## src/rtl/layer_1_sequencer.sv

```systemverilog
// Sequences one layer-1 inference pass: bias preload, NUM_STEPS accumulate beats, done-echo check, result hold.
// Latency: start to result_valid is NUM_STEPS+3 cycles minimum; one beat per cycle in ACCUM.
// Backpressure: in_ready high only in ACCUM; result held frozen in DONE until result_ack.
module layer_1_sequencer #(
    parameter int NUM_STEPS = 256,
    parameter int CNT_WIDTH = 9
) (
    input  logic                 i_clk,
    input  logic                 i_reset,
    input  logic                 i_start,
    input  logic                 i_abort,
    input  logic                 i_in_valid,
    output logic                 o_in_ready,
    output logic                 o_acc_reset,
    output logic                 o_acc_load,
    input  logic                 i_acc_done,
    output logic [CNT_WIDTH-1:0] o_step_idx,
    output logic                 o_busy,
    output logic                 o_result_valid,
    input  logic                 i_result_ack,
    output logic                 o_seq_err
);

    typedef enum logic [2:0] {
        S_IDLE  = 3'd0,
        S_CLEAR = 3'd1,
        S_ACCUM = 3'd2,
        S_DRAIN = 3'd3,
        S_DONE  = 3'd4
    } state_t;

    localparam logic [CNT_WIDTH-1:0] LAST_IDX  = CNT_WIDTH'(NUM_STEPS - 1);
    localparam logic [CNT_WIDTH:0]   NUM_BEATS = (CNT_WIDTH + 1)'(NUM_STEPS);
    localparam logic [CNT_WIDTH:0]   ONE_BEAT  = (CNT_WIDTH + 1)'(1);

    state_t               r_state;
    state_t               w_next;
    logic [CNT_WIDTH-1:0] r_step_idx;
    logic [CNT_WIDTH:0]   r_done_cnt;
    logic                 r_drain_cnt;   // set after the first DRAIN cycle without an echo
    logic                 r_seq_err;

    logic w_start_go;
    logic w_last_beat;
    logic w_drain_echo;
    logic w_drain_timeout;
    logic w_cnt_mismatch;

    // Shared decode used by both the next-state logic and the datapath registers
    always_comb begin
        w_start_go      = (r_state == S_IDLE) && i_start && !i_abort;
        w_last_beat     = o_acc_load && (r_step_idx == LAST_IDX);
        w_drain_echo    = (r_state == S_DRAIN) && i_acc_done;
        w_drain_timeout = (r_state == S_DRAIN) && !i_acc_done && r_drain_cnt;
        // The echo arriving in DRAIN is the last one, so count it before comparing
        w_cnt_mismatch  = (r_done_cnt + ONE_BEAT) != NUM_BEATS;
    end

    // State register; reset wins over everything, including a pass in flight
    always_ff @(posedge i_clk) begin
        if (i_reset) begin
            r_state <= S_IDLE;
        end else begin
            r_state <= w_next;
        end
    end

    // Next-state logic; abort overrides every transition out of a busy state
    always_comb begin
        w_next = r_state;
        case (r_state)
            S_IDLE:  if (w_start_go) w_next = S_CLEAR;
            S_CLEAR: w_next = S_ACCUM;
            S_ACCUM: if (w_last_beat) w_next = S_DRAIN;
            S_DRAIN: if (w_drain_echo || w_drain_timeout) w_next = S_DONE;
            S_DONE:  if (i_result_ack) w_next = S_IDLE;
            default: w_next = S_IDLE;
        endcase
        if (i_abort && (r_state != S_IDLE)) begin
            w_next = S_IDLE;
        end
    end

    // Outputs are Moore decodes of state except acc_load, which follows in_valid the same cycle
    always_comb begin
        o_in_ready     = (r_state == S_ACCUM);
        o_acc_load     = i_in_valid && (r_state == S_ACCUM);
        o_acc_reset    = i_reset || (r_state == S_CLEAR);
        o_busy         = (r_state != S_IDLE);
        o_result_valid = (r_state == S_DONE);
        o_step_idx     = r_step_idx;
        o_seq_err      = r_seq_err;
    end

    // Step/echo counters and the sticky error flag; all cleared when a pass is launched
    always_ff @(posedge i_clk) begin
        if (i_reset) begin
            r_step_idx  <= '0;
            r_done_cnt  <= '0;
            r_drain_cnt <= 1'b0;
            r_seq_err   <= 1'b0;
        end else if (w_start_go) begin
            r_step_idx  <= '0;
            r_done_cnt  <= '0;
            r_drain_cnt <= 1'b0;
            r_seq_err   <= 1'b0;
        end else begin
            // A beat offered in an abort cycle is still taken, so abort does not gate this
            if (o_acc_load) begin
                r_step_idx <= w_last_beat ? '0 : r_step_idx + 1'b1;
            end
            if (((r_state == S_ACCUM) || (r_state == S_DRAIN)) && i_acc_done) begin
                r_done_cnt <= r_done_cnt + ONE_BEAT;
            end
            if ((r_state == S_DRAIN) && !i_acc_done) begin
                r_drain_cnt <= 1'b1;
            end
            // An aborted pass leaves the error flag as it was
            if (!i_abort && ((w_drain_echo && w_cnt_mismatch) || w_drain_timeout)) begin
                r_seq_err <= 1'b1;
            end
        end
    end

endmodule

```

## config.mk

```make
export PLATFORM = sky130hd
export DESIGN_NAME = layer_1_sequencer
export DESIGN_NICKNAME = d
export VERILOG_FILES = /design/src/rtl/layer_1_sequencer.sv
export SDC_FILE = /design/constraint.sdc
export NUM_CORES = 1
export LEC_CHECK = 0
export ABC_AREA = 1
export BUFFER_PORTS_ARGS = -buffer_cell sky130_fd_sc_hd__buf_2
export CAP_MARGIN = 5
export CORE_UTILIZATION = 40
export DETAILED_ROUTE_END_ITERATION = 12
export GPL_ROUTABILITY_DRIVEN = 0
export PLACE_DENSITY = 0.57
export SETUP_SLACK_MARGIN = 0.05
export SLEW_MARGIN = 40
export SYNTH_ARGS = -nofsm -noshare
export SYNTH_HDL_FRONTEND = slang
export SYNTH_SLANG_ARGS = --single-unit
```

## constraint.sdc

```tcl
create_clock -name i_clk -period 3.6 [get_ports i_clk]
set_clock_uncertainty 0.15 [all_clocks]
set_input_delay 0.54 -clock i_clk [delete_from_list [all_inputs] [get_ports i_clk]]
set_output_delay 0.54 -clock i_clk [all_outputs]
set_load 0.01 [all_outputs]
```

Word-level counts from Yosys, hierarchy flattened
Index checks and enable logic that the tools add are counted.
Operators by class
  add/subtract/negate cells: 2
  reduce and logical (&&, ||, !) cells: 22
  eq/ne operators: 10
  muxes and demuxes: 6
Operator list (number)
  one-hot mux 3 bit (5 select lines): 1
  2-to-1 mux 3 bit: 4
  logical AND 1 bit: 11
  adder 10 x 1 -> 10 bit (second input constant): 1
  != test 10 x 9 -> 1 bit (second input constant): 1
  adder 9 x 1 -> 9 bit (second input constant): 1
  equality test 9 x 8 -> 1 bit (second input constant): 1
  2-to-1 mux 9 bit: 1
  equality test 3 x 2 -> 1 bit (second input constant): 2
  logical OR 1 bit: 4
  != test 2 x 1 -> 1 bit (second input constant): 2
  != test 2 bit (second input constant): 2
  AND reduction 4 bit: 1
  OR reduction 2 bit: 2
  equality test 3 x 1 -> 1 bit (second input constant): 1
  equality test 3 bit (second input constant): 1
  zero test 3 bit: 1
  nonzero test 3 bit: 1
  zero test 1 bit: 2
Storage, ports and cells
  word-level logic and storage cells: 45
  input bits: 7
  output and inout bits: 15
  bits in registers: 24

Depth between registers and ports, before layout
  depth in word-level cells: 6
  mapped depth: 13
  depth with buffers taken out: 13

Worst setup path before layout
No wires, ideal clock.
  path type: reg-to-reg
  start: register r_step_idx[0], in the netlist o_step_idx[0]
  end: register r_state[1]
  library setup time: 0.118 ns
  path slack: 1.953 ns
  cell stages (with the launch flop): 9
  clock period less this slack: 1.647 ns
  buffers on the path: 0
  arrival time: 1.379 ns
  data required time: 3.332 ns
  cell sequence: dfxtp_1 > ha_1 > nand3_1 > nor3_1 > nand3_2 > nand2_1 > nand3_1 > o31ai_2 > inv_1
Between the ends
  word-level cells in the longest chain between the ends: 4
RTL lines
  from (decl): line 38  | logic [CNT_WIDTH-1:0] r_step_idx;
  from (signal assigned): line 110  | r_step_idx <= w_last_beat ? '0 : r_step_idx + 1'b1;
  equality test 9 x 8 -> 1 bit: line 52  | w_last_beat = o_acc_load && (r_step_idx == LAST_IDX);
  logical AND 1 bit: line 52
  != test 2 x 1 -> 1 bit (no source line)
  AND reduction 4 bit (no source line)
  to (signal assigned): line 64  | r_state <= w_next;
  to (decl): line 36  | state_t r_state;
No other way between the ends.
A chain may end at the register's enable or synchronous reset.

Worst setup path after layout
  start: register r_state[1]
  end: output port o_acc_load
Between the ends
  word-level cells in the longest chain between the ends: 2
RTL lines
  equality test 3 x 2 -> 1 bit: line 87  | o_acc_load = i_in_valid && (r_state == S_ACCUM);
  logical AND 1 bit: line 87
  to (decl): line 15  | output logic o_acc_load,
No other way between the ends.

==> results.yml <==
global_routing:
  grt_max_degree: 14
  grt_pass1_vias: 1097
  grt_pass1_wl_um: 4790
  antenna_found_initial: 0
  grt_usage_pct: 17.3
  overflow: 0
yosys:
  ys_ff_latch: 24
  syn_inst: 203
  synth.distinct_cells: 32
  synthesis.nets: 212
  syn_area_um2: 1400
  yosysWarnings: 0
  ys_seq_area_share_pct: 34.3
  avgSynthCellArea_um2: 6.90
sta:
  period_share_pct: 54.9
  setup_viol: 0
  whs_ns: 0.319
  slew_headroom_pct: 53.8
  tightestPinTransition_ns: 0.689
  rsz0062_at_grt: "no"
  timing.fmax_mhz: 506
  hold_viol_final: 0
  slew_viol_final: 0
  worst_slack_ns: 1.62
  fin_setup_tns_ns: 0
  finalCriticalPeriod_ns: 1.98
finish:
  final_common_cell: "nand2_1"
  area_delta_synth_final_pct: 13.9
  final_cell_mix: "nand2_1 (54), inv_1 (28), dfxtp_1 (24), buf_2 (21), nor2_1 (20)"
  diodes: 0
  finish.utilization_pct: 47.8
  multi_input_area_um2: 778
  layout-drive-gt1-share_pct: 23.3
  n_fill_cell: 372
  nNetsFinal: 237
  area.sequential_um2: 480
die:
  rows: 21
  start_util_pct: 42.0
  die_w_um: 61.2
  die-area_um2: 3740
  boundaryPins: 22
  coreArea_um2: 3340
  die_h_um: 61.2
job:
  drv_cap: 0
drt:
  drc: 0
  routedWlPerCell_um: 10.7
  drtPass1Iterations: 4
  viasPerCell: 4.76
  num_vias: 1299
  drt-initial-drc-count: 67
  routed_wl_um: 2920
  drtAntennaViolNets: 0
worst_setup_path:
  slowest_stage: "dfxtp_1"
  startpoint_type: "flip-flop"
  crit_fanout: 7
  critPathKind: "reg -> out"
  critPathTopFamily: "flip-flops"
  critPathBufInv: 3
  cp_slowest_stage_delay_ns: 0.41
  reg2reg_slack_ns: 1.72
  arrival_ns: 1.29
  cp.required_ns: 2.91
  cp-end-kind: "primary output"
  crit_chain: "inv_2, nor2_8, nand2_4, inv_4, buf_2"
power:
  power_density_nw_per_um2: 451
  power.leakage_uw: 0.000742
  peakVddDrop_mv: 0.242
  total_power_uw: 718
clock_tree:
  cts-htree-levels: 1
  cts_buffers: 3
  postCtsHoldBufs: 0
  cts_sinks: 24
  clock-root-buffer: "clkbuf_4"
  cts_tree: "built"
  cts_setup_buffers: 0
  clkLatencyLatePin_ns: 0.32
  cts_resized: 0
  clk_pin_slew_ns: 0.13
  clockBufferDepth: 2
placement:
  dp_hpwl_um: 2300
  place_ws_ns: 1.60
  numPortBuffers: 21
worst_hold_path:
  holdCritPathClass: "reg -> reg"
status:
  status: "complete, no violations"
## power breakdown
part           internal [uW]  switching, uW
Sequential               293           31.0
Combinational           83.6            164
Clock                   61.9           85.0
## through the flow
step	cells	instance area, um2
floorplan	203	1400
global placement	269	1560
detailed placement	269	1560
CTS	273	1590
global route	273	1590
finish	273	1590
## Yosys cell counts
master / n / area share [%]
a211oi_1: 2 / 1.1
a21oi_1: 9 / 3.2
a21oi_2: 1 / 0.63
a31oi_1: 1 / 0.45
and3_2: 1 / 0.54
buf_2: 1 / 0.36
dfxtp_1: 24 / 34
ha_1: 2 / 1.8
inv_1: 28 / 7.5
inv_2: 5 / 1.3
inv_4: 2 / 0.89
nand2_1: 54 / 14
nand2_2: 2 / 0.89
nand2_4: 3 / 2.4
nand3_1: 10 / 3.6
nand3_2: 1 / 0.71
nand4_1: 4 / 1.8
nand4_2: 1 / 0.89
nor2_1: 20 / 5.4
nor2_2: 3 / 1.3
nor2_4: 2 / 1.6
nor2_8: 1 / 1.4
nor3_1: 4 / 1.4
nor3_2: 3 / 2.1
nor3b_2: 2 / 1.8
o211ai_1: 3 / 1.6
o21ai_0: 8 / 2.9
o21ai_1: 1 / 0.36
o31ai_2: 1 / 0.89
or2_0: 1 / 0.45
xnor2_1: 1 / 0.63
xor2_1: 2 / 1.3
## worst paths after layout
path / from / to / depth (start not counted)
max: r_state[1] / o_acc_load / 5
min reg2reg: o_seq_err / o_seq_err / 2
max reg2reg: r_state[1] / o_seq_err / 8
min: o_seq_err / o_seq_err / 2
## sequential cells by signal, summed over array words and instances (netlist names)
register,count
o_step_idx,9
r_drain_cnt,1
r_done_cnt,10
o_seq_err,1
r_state,3
## layout make-up
class	instances	share of cell area, %
multi-input combinational	143	48.8
sequential	24	30.1
inverter	35	8.56
timing repair buffer	21	6.59
tap	46	3.61
clock buffer	4	2.28
## cell families after synthesis
group,Yosys count,synth area share [%]
XOR/XNOR,3,1.88
AND/OR/NAND/NOR,112,40.8
flip-flops,24,34.3
AO/OA/AOI/OAI,26,11.1
adder cells (fa/ha/maj),2,1.79
buffers and inverters,36,10.1
## worst reg2reg max path: stages, from the launching register on
cell and delay (ns):
dfxtp_1 0.41, inv_2 0.11, nor3_2 0.58, inv_2 0.19
nor2_1 0.13, nand2_1 0.06, nand2_1 0.05, nand2_1 0.06
a21oi_2 0.10
## layer usage
layer | track usage, % | part of all wire (%)
met1 | 23.2 | 50
met2 | 28.4 | 46
met3 | 1.89 | 2.8
met4 | 6.82 | 1.5
met5 | 0 | 0
No activity file was read; power rests on OpenSTA's default activity.
